[src/rtl/div_seq_pkg.sv]
// div_seq_pkg: shared encodings for the multi-cycle divider.
//   DIV_*              : 2-bit FSM state encodings
//   DIV_RESULT_*       : ready_o levels
//   DIV_START/DIV_STOP : start_i levels
//   REG_BUS_W          : datapath word width
package div_seq_pkg;

  localparam logic [1:0] DIV_FREE   = 2'b00;
  localparam logic [1:0] DIV_BYZERO = 2'b01;
  localparam logic [1:0] DIV_ON     = 2'b10;
  localparam logic [1:0] DIV_END    = 2'b11;

  localparam logic DIV_RESULT_READY     = 1'b1;
  localparam logic DIV_RESULT_NOT_READY = 1'b0;

  localparam logic DIV_START = 1'b1;
  localparam logic DIV_STOP  = 1'b0;

  localparam int REG_BUS_W = 32;

endpackage

[src/rtl/div_seq_step.sv]
// div_seq_step: one restoring shift-subtract iteration (combinational).
// Ports:
//   dividend_i [2W-1:0] : low 2W bits of the working dividend register
//   divisor_i  [W-1:0]  : magnitude of the divisor
//   dividend_o [2W:0]   : working dividend register after this iteration
module div_step
  import div_seq_pkg::*;
#(
  parameter int DATA_W = REG_BUS_W
) (
  input  logic [2*DATA_W-1:0] dividend_i,
  input  logic [DATA_W-1:0]   divisor_i,
  output logic [2*DATA_W:0]   dividend_o
);

  logic [DATA_W:0] diff;

  always_comb begin
    diff = {1'b0, dividend_i[2*DATA_W-1:DATA_W]} - {1'b0, divisor_i};
    // Borrow out means the partial remainder was smaller than the divisor.
    if (diff[DATA_W]) begin
      dividend_o = {dividend_i, 1'b0};
    end else begin
      dividend_o = {diff[DATA_W-1:0], dividend_i[DATA_W-1:0], 1'b1};
    end
  end

endmodule

[src/rtl/div_seq.sv]
// div_seq: multi-cycle DIV/DIVU sequencer, one quotient bit per clock.
// Ports:
//   clk, rst              : clock, synchronous active-high reset
//   signed_div_i          : 1 = signed (DIV), 0 = unsigned (DIVU)
//   opdata1_i / opdata2_i : dividend / divisor
//   start_i               : request, held until the result is consumed
//   annul_i               : abort a division in progress
//   result_o              : {remainder, quotient}
//   ready_o               : result valid
//   divzero_o             : divisor was zero
// Build option: DIV_BYZERO_FLAG_EN registers divzero_o; without it the
// flag is tied low and divide-by-zero still returns 0 with normal timing.
//
// state      | meaning
// DIV_FREE   | idle, waiting for start_i
// DIV_BYZERO | divisor was zero, result forced to 0
// DIV_ON     | iterating, one quotient bit per clock
// DIV_END    | result held until start_i drops
module div_seq
  import div_seq_pkg::*;
#(
  parameter int DATA_W = REG_BUS_W
) (
  input  logic                  clk,
  input  logic                  rst,
  input  logic                  signed_div_i,
  input  logic [DATA_W-1:0]     opdata1_i,
  input  logic [DATA_W-1:0]     opdata2_i,
  input  logic                  start_i,
  input  logic                  annul_i,
  output logic [2*DATA_W-1:0]   result_o,
  output logic                  ready_o,
  output logic                  divzero_o
);

  localparam int CNT_W = $clog2(DATA_W + 1);

  logic [1:0]          state_q, state_d;
  logic [CNT_W-1:0]    cnt_q, cnt_d;
  logic [2*DATA_W:0]   dividend_q, dividend_d;
  logic [DATA_W-1:0]   divisor_q, divisor_d;
  logic                neg_quot_q, neg_quot_d;
  logic                neg_rem_q, neg_rem_d;
  logic [2*DATA_W-1:0] result_q, result_d;
  logic                ready_q, ready_d;

  logic [2*DATA_W:0]   step_dividend;
  logic [DATA_W-1:0]   abs_op1, abs_op2;
  logic [DATA_W-1:0]   quot, rem;

  div_step #(.DATA_W(DATA_W)) u_step (
    .dividend_i (dividend_q[2*DATA_W-1:0]),
    .divisor_i  (divisor_q),
    .dividend_o (step_dividend)
  );

  always_comb begin
    abs_op1 = (signed_div_i && opdata1_i[DATA_W-1]) ? -opdata1_i : opdata1_i;
    abs_op2 = (signed_div_i && opdata2_i[DATA_W-1]) ? -opdata2_i : opdata2_i;
  end

  always_comb begin
    state_d    = state_q;
    cnt_d      = cnt_q;
    dividend_d = dividend_q;
    divisor_d  = divisor_q;
    neg_quot_d = neg_quot_q;
    neg_rem_d  = neg_rem_q;
    result_d   = result_q;
    ready_d    = ready_q;
    quot       = neg_quot_q ? -dividend_q[DATA_W-1:0] : dividend_q[DATA_W-1:0];
    rem        = neg_rem_q ? -dividend_q[2*DATA_W:DATA_W+1]
                           : dividend_q[2*DATA_W:DATA_W+1];
    case (state_q)
      DIV_FREE: begin
        if (start_i == DIV_START && !annul_i) begin
          if (opdata2_i == '0) begin
            state_d = DIV_BYZERO;
          end else begin
            state_d    = DIV_ON;
            cnt_d      = '0;
            dividend_d = {{DATA_W{1'b0}}, abs_op1, 1'b0};
            divisor_d  = abs_op2;
            // Signs are captured here so later operand changes are harmless.
            neg_quot_d = signed_div_i && (opdata1_i[DATA_W-1] ^ opdata2_i[DATA_W-1]);
            neg_rem_d  = signed_div_i && opdata1_i[DATA_W-1];
          end
        end
      end
      DIV_BYZERO: begin
        result_d = '0;
        ready_d  = DIV_RESULT_READY;
        state_d  = DIV_END;
      end
      DIV_ON: begin
        if (annul_i) begin
          state_d    = DIV_FREE;
          cnt_d      = '0;
          dividend_d = '0;
          divisor_d  = '0;
        end else if (cnt_q != CNT_W'(DATA_W)) begin
          dividend_d = step_dividend;
          cnt_d      = cnt_q + CNT_W'(1);
        end else begin
          result_d = {rem, quot};
          ready_d  = DIV_RESULT_READY;
          cnt_d    = '0;
          state_d  = DIV_END;
        end
      end
      DIV_END: begin
        if (start_i == DIV_STOP) begin
          state_d  = DIV_FREE;
          ready_d  = DIV_RESULT_NOT_READY;
          result_d = '0;
        end
      end
      default: state_d = DIV_FREE;
    endcase
  end

  always_ff @(posedge clk) begin
    if (rst) begin
      state_q    <= DIV_FREE;
      cnt_q      <= '0;
      dividend_q <= '0;
      divisor_q  <= '0;
      neg_quot_q <= 1'b0;
      neg_rem_q  <= 1'b0;
      result_q   <= '0;
      ready_q    <= DIV_RESULT_NOT_READY;
    end else begin
      state_q    <= state_d;
      cnt_q      <= cnt_d;
      dividend_q <= dividend_d;
      divisor_q  <= divisor_d;
      neg_quot_q <= neg_quot_d;
      neg_rem_q  <= neg_rem_d;
      result_q   <= result_d;
      ready_q    <= ready_d;
    end
  end

  assign result_o = result_q;
  assign ready_o  = ready_q;

`ifdef DIV_BYZERO_FLAG_EN
  logic divzero_q, divzero_d;

  always_comb begin
    divzero_d = divzero_q;
    if (state_q == DIV_BYZERO) begin
      divzero_d = 1'b1;
    end else if (state_q == DIV_END && start_i == DIV_STOP) begin
      divzero_d = 1'b0;
    end
  end

  always_ff @(posedge clk) begin
    if (rst) begin
      divzero_q <= 1'b0;
    end else begin
      divzero_q <= divzero_d;
    end
  end

  assign divzero_o = divzero_q;
`else
  assign divzero_o = 1'b0;
`endif

endmodule

[config.mk]
export PLATFORM = sky130hd
export DESIGN_NAME = div_seq
export DESIGN_NICKNAME = d
export VERILOG_FILES = /design/src/rtl/div_seq_pkg.sv /design/src/rtl/div_seq_step.sv /design/src/rtl/div_seq.sv
export SDC_FILE = /design/constraint.sdc
export NUM_CORES = 1
export LEC_CHECK = 0
export BUFFER_PORTS_ARGS = -buffer_cell sky130_fd_sc_hd__buf_2
export CAP_MARGIN = 20
export CORE_MARGIN = 3
export CORE_UTILIZATION = 25
export CTS_CLUSTER_DIAMETER = 80
export DETAILED_ROUTE_END_ITERATION = 12
export PLACE_DENSITY = 0.44
export SLEW_MARGIN = 20
export SYNTH_ARGS = -nofsm -noshare
export SYNTH_HDL_FRONTEND = slang
export SYNTH_HIERARCHICAL = 1
export SYNTH_SLANG_ARGS = --single-unit
[constraint.sdc]
create_clock -name clk -period 3.6 [get_ports clk]
set_input_delay 0.36 -clock clk [delete_from_list [all_inputs] [get_ports clk]]
set_output_delay 0.36 -clock clk [all_outputs]
set_load 0.05 [all_outputs]
==> reports/results.txt <==
outcome = completed
post-synth top area share = 30.8%
critical-path cell list = inv_1, ha_1, fa_1, nand2b_1, a21o_2, a31oi_2, a211o_4, a41oi_2, o31ai_4, a311o_2, buf_12, mux2_4, a22o_2
Finished Core Util = 29.7%
Pwr Total = 5.46 mW
Worst path depth = 13
DR WL/cell = 17.4 um
H-tree levels = 4
row count = 76
Initial Util = 25.6%
flops & latches, synth = 172
Synth async-reset ratio = 0%
setup repair after global routing missed its margin = false
FF/Latch Area = 3440 um^2
Hold Path Origin = opdata2_i[9]
Antenna Cells = 0
dpl cells = 1974
Worst Setup Path Type = flop to flop
global-route wire length before repair = 54.5 mm
Seq/Total Area, Yosys = 30.8%
CORE AREA = 43600 um^2
Worst setup EP type = flop
Synth area leaders = dfxtp_1, xnor2_1, a22o_1, ha_1, a21oi_1
Top delay family on crit path = compound AO/OA/AOI/OAI gates
reg-to-reg critical path startpoint = dividend_q[32]$_SDFFE_PP0P_
crit-path max cell delay = 0.40 ns
Crit-path slowest cell = fa_1
synth warn = 6
final hold viol count = 0
Primary FF master, synth = dfxtp_1
syn avg cell area = 8.45 um^2
clock latency on the worst-skew pair = 0.45 ns
Rel. slew slack = 44.0%
# clock sinks = 172
area occupied by multi-input gates = 6930 um^2
WL final = 34.9 mm
gp weighted congestion = 0.804
drt first pass iters = 5
Vias/cell = 4.95
FF-to-FF End = dividend_q[47]$_SDFFE_PP0P_
Final Setup Violations = 0
most frequent cells in the layout = dfxtp_1, buf_2, xnor2_1, nor2_1, a21oi_1
leakage power = 5.15 nW
CP Launch Point = dividend_q[32]$_SDFFE_PP0P_
R2R depth = 13
fillers = 4664
WP data arrival = 3.77 ns
dominant cell type by area after synthesis = dfxtp_1
CTS tree = built
maxcap violations = 0
nets@finish = 1516
die area = 47300 um^2
HPWL after DPL = 26.7 mm
number of global-route vias before repair = 9353
ANT nets after route = 0
cell area after synthesis = 11200 um^2
Worst Max-Slew Pin Slew = 0.840 ns
most common cell after layout, fill and taps aside = dfxtp_1
antenna violations before repair = 0
setup TNS = 0 ns
Clock Tree Buf Depth = 2
Iter 0 DRT Violations = 537
hold_ws = 0.221 ns
Min-Delay Path Class = input pin to flop
Post-synth EDFFs = 0
CP startpoint kind = flop
P&R area growth vs syn = 16.0%
end of the critical path = dividend_q[47]$_SDFFE_PP0P_
Buf/Inv on CP = 2
Tmin final = 3.43 ns
WP data required = 3.94 ns
Layout Cells excl Fill = 2006
Syn Nets = 1431
GRT Util Overall = 14.6%
CTS Hold Bufs = 0
clock root cell = clkbuf_16
Fmax = 292 MHz
CP max FO = 20
IO Pins = 135
DRC Markers = 0
cts bufs inserted = 17
cell count after synthesis = 1323
FF-to-FF setup slack = 0.17 ns
Setup Skew = 0.0126 ns
largest net degree at the start of global routing = 63
die height = 217 um
Die W = 217 um
port bufs = 133
Slew Limit Fails = 0
clk slew on worst S/H paths = 0.07 ns
via count = 9925
total power per unit cell area = 422 nW/um^2
proportion of layout cells with a drive suffix above 1 = 18.8%
grt ovf = 0
VDD IR-drop max = 0.260 mV
Netlist cell types = 74
Final Cycle Share = 95.3%
sequential cells by signal, summed over array words and instances (netlist names):
register / cells
divisor_q: 32
ready_o: 1
cnt_q: 6
dividend_q: 65
neg_quot_q: 1
state_q: 2
neg_rem_q: 1
result_o: 64
logic make-up (layout without fill, tap and decap cells):
| logic type | Yosys count | count (layout) | synth area share, % |
|---|---|---|---|
| muxes | 13 | 13 | 1.52 |
| adders and majority gates | 39 | 39 | 4.43 |
| AOI/OAI and AO/OA | 417 | 417 | 27.5 |
| xor gates and xnor gates | 144 | 144 | 11.3 |
| and+or+nand+nor | 365 | 365 | 17.0 |
| DFF | 172 | 172 | 30.8 |
| buffers and inverters | 172 | 270 | 7.49 |
| other | 1 | 1 | 0.0336 |
per-layer routing:
metal | wire, um | GRT usage (%) | up-vias
met2 | 15300 | 22.2 | 200
met4 | 481 | 3.76 | 0
met1 | 17900 | 21.4 | 4724
li1 | - | - | 4981
met3 | 1280 | 2.18 | 20
met5 | 0 | 0 | -
through the flow:
stage	cell area (um^2)	setup WS, ns
after global placement	12400	0.133
after detailed placement	12400	0.0750
after global routing	13000	0.0180
after floorplan	11200	0.421
after CTS	13000	0.0567
final	13000	0.169
layout make-up:
cell class,instances,area share [%]
inverters,64,1.85
well taps,585,5.65
clock inverters,15,1.19
multi-input cells,979,53.5
clock buffers,17,3.28
flip-flops and latches,172,26.6
repair buffers,174,7.99
timing repair:
item	4_1_cts	5_1_grt
endpoints found under the setup margin	0	9
gates resized for setup	0	1
setup buffers	0	0
power by group:
group	leakage, nW	internal (mW)	switching (mW)	total [mW]
clock network	0.269	0.977	0.904	1.88
registers	1.40	1.97	0.0819	2.05
logic	3.48	0.648	0.888	1.54
total	5.15	3.59	1.87	5.46
how the worst min path moves through the flow:
stage	to	depth (start not counted)	slack, ns
detailed placement	result_o[40]$_SDFFE_PP0P_	1	0.45
floorplan	divisor_q[10]$_SDFFE_PP0P_	1	0.43
finish	divisor_q[9]$_SDFFE_PP0P_	3	0.22
global route	divisor_q[18]$_SDFFE_PP0P_	3	0.23
CTS	divisor_q[9]$_SDFFE_PP0P_	3	0.19
global placement	result_o[40]$_SDFFE_PP0P_	1	0.44
cell usage after synthesis, types with 33 or more instances:
| library cell | count |
|---|---|
| ha_1 | 38 |
| nor3_1 | 41 |
| xor2_1 | 38 |
| clkbuf_1 | 55 |
| buf_4 | 33 |
| inv_1 | 63 |
| o21ai_0 | 46 |
| a22o_1 | 80 |
| o2bb2ai_1 | 33 |
| a21oi_1 | 91 |
| nand2_1 | 75 |
| xnor2_1 | 106 |
| dfxtp_1 | 172 |
| nor2_1 | 102 |
worst min-delay path: stages:
cell       delay [ns]
buf_2            0.09
xor2_1           0.07
o2bb2ai_1        0.11
Note: power is estimated with default switching activity, not from simulation.
